$ cat src/rtl/ctrl_fsm_gen.sv
// Multi-cycle instruction sequencer: FETCH/DECODE/EXEC/WB with a
// load/store timeout that parks the machine in ERR until run drops.
module ctrl_fsm_gen #(
    parameter int INSTR_W    = 16,
    parameter int DATA_W     = 16,
    parameter int NREG       = 8,
    parameter int LS_TIMEOUT = 15,
    parameter int CNT_W      = 16
) (
    input  logic                       clk,
    input  logic                       reset,
    input  logic                       run,
    input  logic [INSTR_W-1:0]         d_in,
    input  logic                       ls_done,
    output logic                       en_i,
    output logic                       en_s,
    output logic                       en_c,
    output logic [1:0]                 en_ls,
    output logic                       mem_alu,
    output logic [$clog2(NREG):0]      mux_sel,
    output logic [2:0]                 alu_sel,
    output logic [DATA_W-1:0]          imm_val,
    output logic [NREG-1:0]            reg_we,
    output logic                       done,
    output logic                       busy,
    output logic                       err,
    output logic [CNT_W-1:0]           instr_cnt
);

    localparam int REG_AW = $clog2(NREG);
    localparam int IMM_W  = INSTR_W - REG_AW - 5;

    localparam logic [2:0] S_FETCH  = 3'd0;
    localparam logic [2:0] S_DECODE = 3'd1;
    localparam logic [2:0] S_EXEC   = 3'd2;
    localparam logic [2:0] S_WB     = 3'd3;
    localparam logic [2:0] S_ERR    = 3'd4;

    localparam logic [7:0]       TO_MAX  = 8'(LS_TIMEOUT);
    localparam logic [7:0]       TO_ONE  = 8'd1;
    localparam logic [CNT_W-1:0] CNT_ONE = {{(CNT_W-1){1'b0}}, 1'b1};
    localparam logic [NREG-1:0]  WE_ONE  = {{(NREG-1){1'b0}}, 1'b1};

    logic [2:0]        state;
    logic [2:0]        state_nxt;
    logic [7:0]        to_cnt;
    logic [REG_AW-1:0] rd;
    logic [REG_AW-1:0] rs;
    logic [2:0]        op;
    logic [1:0]        ty;
    logic              is_mem;
    logic              is_imm;
    logic              is_store;

    assign rd       = d_in[INSTR_W-1 -: REG_AW];
    assign rs       = d_in[INSTR_W-REG_AW-1 -: REG_AW];
    assign op       = d_in[4:2];
    assign ty       = d_in[1:0];
    assign is_mem   = (ty == 2'b11);
    assign is_imm   = (ty == 2'b01);
    assign is_store = (d_in[2:0] == 3'b111);

    always_comb begin
        imm_val = '0;
        imm_val[IMM_W-1:0] = d_in[IMM_W+4:5];
    end

    always_comb begin
        state_nxt = S_FETCH;
        if (run) begin
            unique case (state)
                S_FETCH:  state_nxt = S_DECODE;
                S_DECODE: state_nxt = S_EXEC;
                S_EXEC: begin
                    if (!is_mem || ls_done)
                        state_nxt = S_WB;
                    else if (to_cnt == TO_MAX)
                        state_nxt = S_ERR;
                    else
                        state_nxt = S_EXEC;
                end
                S_WB:     state_nxt = S_FETCH;
                S_ERR:    state_nxt = S_ERR;
                default:  state_nxt = S_FETCH;
            endcase
        end
    end

    always_ff @(posedge clk or negedge reset) begin
        if (!reset) begin
            state     <= S_FETCH;
            to_cnt    <= '0;
            instr_cnt <= '0;
        end else begin
            state <= state_nxt;
            // Counter only survives while a memory op keeps waiting.
            if (state == S_EXEC && state_nxt == S_EXEC)
                to_cnt <= to_cnt + TO_ONE;
            else
                to_cnt <= '0;
            if (state == S_WB && run)
                instr_cnt <= instr_cnt + CNT_ONE;
        end
    end

    always_comb begin
        en_i    = 1'b0;
        en_s    = 1'b0;
        en_c    = 1'b0;
        en_ls   = 2'b00;
        mem_alu = 1'b0;
        mux_sel = '0;
        alu_sel = 3'b000;
        reg_we  = '0;
        done    = 1'b0;
        busy    = 1'b0;
        err     = 1'b0;
        unique case (state)
            S_FETCH: begin
                en_i = 1'b1;
            end
            S_DECODE: begin
                busy    = 1'b1;
                en_s    = 1'b1;
                mux_sel = {1'b0, rd};
            end
            S_EXEC: begin
                busy    = 1'b1;
                alu_sel = op;
                if (is_imm)
                    mux_sel = {1'b1, {REG_AW{1'b0}}};
                else
                    mux_sel = {1'b0, rs};
                if (is_mem)
                    en_ls = d_in[2] ? 2'b10 : 2'b01;
                else
                    en_c = 1'b1;
            end
            S_WB: begin
                busy    = 1'b1;
                done    = 1'b1;
                mem_alu = is_mem;
                if (!is_store)
                    reg_we = WE_ONE << rd;
            end
            S_ERR: begin
                err = 1'b1;
            end
            default: begin
                en_i = 1'b1;
            end
        endcase
    end

endmodule

$ cat config.mk
export PLATFORM = sky130hd
export DESIGN_NAME = ctrl_fsm_gen
export DESIGN_NICKNAME = d
export VERILOG_FILES = /design/src/rtl/ctrl_fsm_gen.sv
export SDC_FILE = /design/constraint.sdc
export NUM_CORES = 1
export LEC_CHECK = 0
export CORE_MARGIN = 8
export CORE_UTILIZATION = 44
export CTS_CLUSTER_DIAMETER = 60
export CTS_CLUSTER_SIZE = 12
export DETAILED_ROUTE_END_ITERATION = 10
export GPL_ROUTABILITY_DRIVEN = 0
export HOLD_SLACK_MARGIN = 0.03
export PLACE_DENSITY = 0.86
export SLEW_MARGIN = 20
export SYNTH_ARGS = -nofsm -noshare
export SYNTH_HDL_FRONTEND = slang
export SYNTH_SLANG_ARGS = --single-unit
export TNS_END_PERCENT = 5
$ cat constraint.sdc
create_clock -name clk -period 3.2 [get_ports clk]
set_clock_uncertainty 0.15 [all_clocks]
set_input_delay 0.64 -clock clk [delete_from_list [all_inputs] [get_ports clk]]
set_output_delay 0.64 -clock clk [all_outputs]
set_load 0.02 [all_outputs]
# After elaboration in Yosys (flattened, before gate mapping)
# Cells that the tools add are included.
dict set report word_totals {
  ff_bits 27
  input_bits 20
  output_inout_bits 56
  word_cells 43
}
dict set report classes {
  n_addsub 2
  n_eq_ne 9
  shift 1
  n_mux 21
  reduce_logical 7
}
# operator count
set op_table {}
lappend op_table {{8-bit two-way mux} 3}
lappend op_table {{16-bit by 1-bit adder with 16-bit output, second input constant} 1}
lappend op_table {{3-bit two-way mux} 4}
lappend op_table {{3-bit one-hot mux with 4 select lines} 1}
lappend op_table {{3-bit by 2-bit equality test with 1-bit output, second input constant} 3}
lappend op_table {{8-bit by 1-bit adder with 8-bit output, second input constant} 1}
lappend op_table {{8-bit by 4-bit equality test with 1-bit output, second input constant} 1}
lappend op_table {{1-bit two-way mux} 8}
lappend op_table {{4-bit one-hot mux with 2 select lines} 1}
lappend op_table {{1-bit by 3-bit left shift with 8-bit output, first input constant} 1}
lappend op_table {{3-bit equality test, second input constant} 2}
lappend op_table {{2-bit two-way mux} 3}
lappend op_table {{4-bit two-way mux} 1}
lappend op_table {{4-bit OR reduction} 1}
lappend op_table {{3-bit by 1-bit equality test with 1-bit output, second input constant} 1}
lappend op_table {{3-bit logical NOT} 1}
lappend op_table {{3-bit OR reduction} 1}
lappend op_table {{2-bit by 1-bit equality test with 1-bit output, second input constant} 1}
lappend op_table {{2-bit equality test, second input constant} 1}
lappend op_table {{1-bit logical AND} 2}
lappend op_table {{1-bit logical NOT} 1}
lappend op_table {{1-bit logical OR} 1}

# Depth between registers and ports, before layout
dict set report logic_depth {
  depth_word 9
  mapped_depth 6
  ltp_nobuf 5
}

# Least setup slack after synthesis
# OpenSTA, ideal clock, no wires.
dict set report synth_timing {
  path_kind {reg-to-output}
  from {register state[2]}
  to {output port mux_sel[0]}
  t_arrival_ns 1.685
  path_slack_ns 0.725
  stages_incl_launch_ff 4
  cell_sequence {dfrtp_1 clkbuf_1 nor3b_1 a22o_1}
}
dict set report synth_via {
  elab_chain_len 2
  word_cells_on_any_way 3
}
# element line_no
set synth_lines {}
lappend synth_lines {{from (decl)} 44} ;# logic [2:0] state;
lappend synth_lines {{from (signal assigned)} 95} ;# state <= state_nxt;
lappend synth_lines {{3-bit by 2-bit equality test with 1-bit output or 3-bit by 1-bit equality test with 1-bit output (tied branches)} 118} ;# unique case (state)
lappend synth_lines {{4-bit one-hot mux with 2 select lines *} 118}
lappend synth_lines {{to (decl)} 20} ;# output logic [$clog2(NREG):0] mux_sel,
# Mark *: on every way between the ends. The rest lies on a longest branch, timed or not.

# Worst setup path in the final report
dict set report layout_timing {
  from {input port d_in[0]}
  to {output port reg_we[6]}
}
dict set report layout_via {
  elab_chain_len 3
}
# element line_no
set layout_lines {}
lappend layout_lines {{from (decl)} 13} ;# input logic [INSTR_W-1:0] d_in,
lappend layout_lines {{3-bit equality test} 61} ;# assign is_store = (d_in[2:0] == 3'b111);
lappend layout_lines {{8-bit two-way mux} 143} ;# if (!is_store)
lappend layout_lines {{8-bit two-way mux} 118}
lappend layout_lines {{to (decl)} 23} ;# output logic [NREG-1:0] reg_we,
# Every way passes these cells.

==> flow_summary.json <==
{
  "antenna_left": 0,
  "wl_per_cell_um": 13.4,
  "clkTransAtPathRegs_ns": 0.13,
  "start_util_pct": 44.7,
  "ios": 76,
  "end_kind": "output port",
  "slowest_stage": "clkdlybuf4s50_1",
  "max_stage_delay_ns": 0.67,
  "synth_cells": 166,
  "rsz0062_at_grt": "no",
  "cpMostUsedCell": "clkdlybuf4s50_1",
  "hold_viol": 0,
  "cp_max_fo": 5,
  "synth_area_per_cell_um2": 9.56,
  "min_period_ns": 3.12,
  "synth-seq-cells": 27,
  "drc_errors": 0,
  "ys.flop_type": "dfrtp_1",
  "yosysTopAreaCell": "dfrtp_1",
  "fin_nets": 241,
  "fp.dieArea_um2": 5790,
  "synthTopCellsByArea": "dfrtp_1 43%, xnor2_1 8.3%, buf_4 7.6%",
  "clock_sinks": 27,
  "maxCapViolations": 0,
  "drt-vias-per-instance": 4.87,
  "async_flop_share_pct": 100,
  "cp.arrival_ns": 2.33,
  "top_layer_used": "met4",
  "cellLeakagePower_nw": 0.985,
  "synthTopCellsByCount": "27 x dfrtp_1, 17 x nand2_1, 16 x buf_4",
  "drive_above_1_share_pct": 10.1,
  "holdBufCountCts": 0,
  "status": "completed",
  "hold_path.class": "reg -> reg",
  "setup_viol": 0,
  "core-area_um2": 3550,
  "grt_pass1_wl_um": 6020,
  "grt_max_degree": 28,
  "yosysSeqAreaShare_pct": 42.6,
  "grt_pass1_vias": 1407,
  "drt-initial-drc-count": 35,
  "dr.pass1.iters": 4,
  "die_w_um": 76.1,
  "rr_worst_depth": 4,
  "syn_area_um2": 1590,
  "yosysTopAreaCellShare_pct": 42.6,
  "critPathTopFamily": "buffers and inverters",
  "grt-ovfl-total": 0,
  "nFillCells": 320,
  "cts_tree": "yes",
  "root_buffer": "clkbuf_4",
  "fin_setup_tns_ns": 0,
  "drt-met1-wl_um": 1410,
  "p_per_area_nw_per_um2": 335,
  "cp_cell_sequence": "clkdlybuf4s50_1 -> nand3_1 -> nand2b_1 -> nor3_1 -> clkdlybuf4s50_1",
  "drv_slew": 0,
  "fmax_ghz": 0.320,
  "synth_edf_count": 0,
  "dieHeight_um": 76.1,
  "p_total_mw": 0.726,
  "crit_buf_inv": 2,
  "whs_path_depth": 1,
  "critPathLaunchType": "primary input",
  "track_usage_pct": 12.3,
  "cp.required_ns": 2.41,
  "wl_met2_um": 1550,
  "vias": 1295,
  "io_buffer_count": 57,
  "areaGrowthSynthToFinish_pct": 36.6,
  "cp.depth": 5,
  "postRouteWirelength_um": 3560,
  "fin_crit_sh_pct": 97.6,
  "clock_latency_ns": 0.32,
  "ys_warn_count": 0,
  "yosysUniqueCellTypes": 36,
  "num_rows": 22,
  "cts_buffers": 3,
  "max-vdd-ir-drop_v": 0.000181,
  "antenna_found_initial": 0,
  "h-tree-depth": 1,
  "n_antenna_cell": 0,
  "cts_buffer_depth": 2,
  "yosysMostFrequentCell": "dfrtp_1",
  "detailed_place_hpwl_um": 2850,
  "met3_length_um": 538,
  "worstSetupPathType": "in -> out"
}
[kinds of logic after synthesis]
family / share of synthesized area, %
AOI/OAI and AO/OA: 3.86
xor gates and xnor gates: 12.1
adders and majority gates: 1.58
buffers and inverters: 9.46
DFF: 42.6
other: 0.236
and+or+nand+nor: 30.2
[cell usage in the layout (no fill, tap or decap), types with 3 or more instances in the layout]
cell type        netlist  layout
xor2_1                 7       7
and2_1                 4       4
nand3_1                8       8
dfrtp_1               27      25
clkbuf_4               0       3
nor3_1                 9       9
nand4_1                3       3
a22o_1                 3       3
dlymetal6s2s_1         0       3
nor2_2                 7       7
inv_1                  4       4
xnor2_1               15      15
nor2_1                15      15
clkdlybuf4s50_1        0      54
conb_1                 1       8
nand2_1               17      17
nand2b_1               3       3
a21oi_1                4       3
[cell type report]
class / instances / area, µm² / area share (%)
clock buffer: 4 / 26.3 / 1.21
tap: 48 / 60.1 / 2.77
multi-input combinational: 124 / 797 / 36.7
sequential: 27 / 678 / 31.3
timing repair buffer: 59 / 593 / 27.3
inverter: 4 / 15.0 / 0.692
[repair_timing]
item,in CTS,in global routing
setup endpoints to repair,0,4
gates resized for setup,0,7
setup buffers,0,0
[per-layer routing]
layer  global-route usage, %  vias to the layer above
met3                    8.49                        6
met5                       0                        -
li1                        -                      632
met2                    18.9                       62
met4                    5.19                        0
met1                    12.8                      595
[state kept, by name, indices dropped and copies added, names as in the netlist]
name       cells
state          3
instr_cnt     16
to_cnt         8
[metrics by stage]
step	setup WS [ns]	std cells	hold WS (ns)	instance area, µm²	utilization [%]
after detailed placement	0.0810	262	0.317	2120	59.8
after global routing	0.00683	266	0.347	2170	61.1
after global placement	0.134	262	0.309	2120	59.8
after floorplan	0.725	173	0.194	1610	-
final	0.0772	266	0.332	2170	61.1
after CTS	0.0601	266	0.338	2150	60.6
[power by group]
| group | total [mW] | internal, mW | switching, mW |
|---|---|---|---|
| clock network | 0.142 | 0.0488 | 0.0936 |
| registers | 0.387 | 0.360 | 0.0269 |
| logic | 0.197 | 0.0930 | 0.104 |
| total | 0.726 | 0.502 | 0.224 |
[final timing paths]
check / startpoint / end / slack [ns]
setup / recovery: d_in[0] / reg_we[6] / 0.08
hold / removal: instr_cnt[15] / instr_cnt[15] / 0.33
setup reg to reg: to_cnt[5] / to_cnt[5] / 1.27
hold reg to reg: instr_cnt[15] / instr_cnt[15] / 0.33
max in group asynchronous: reset / state[1] / 2.11
min in group asynchronous: reset / instr_cnt[10] / 0.52
(Power assumes the default switching activity.)
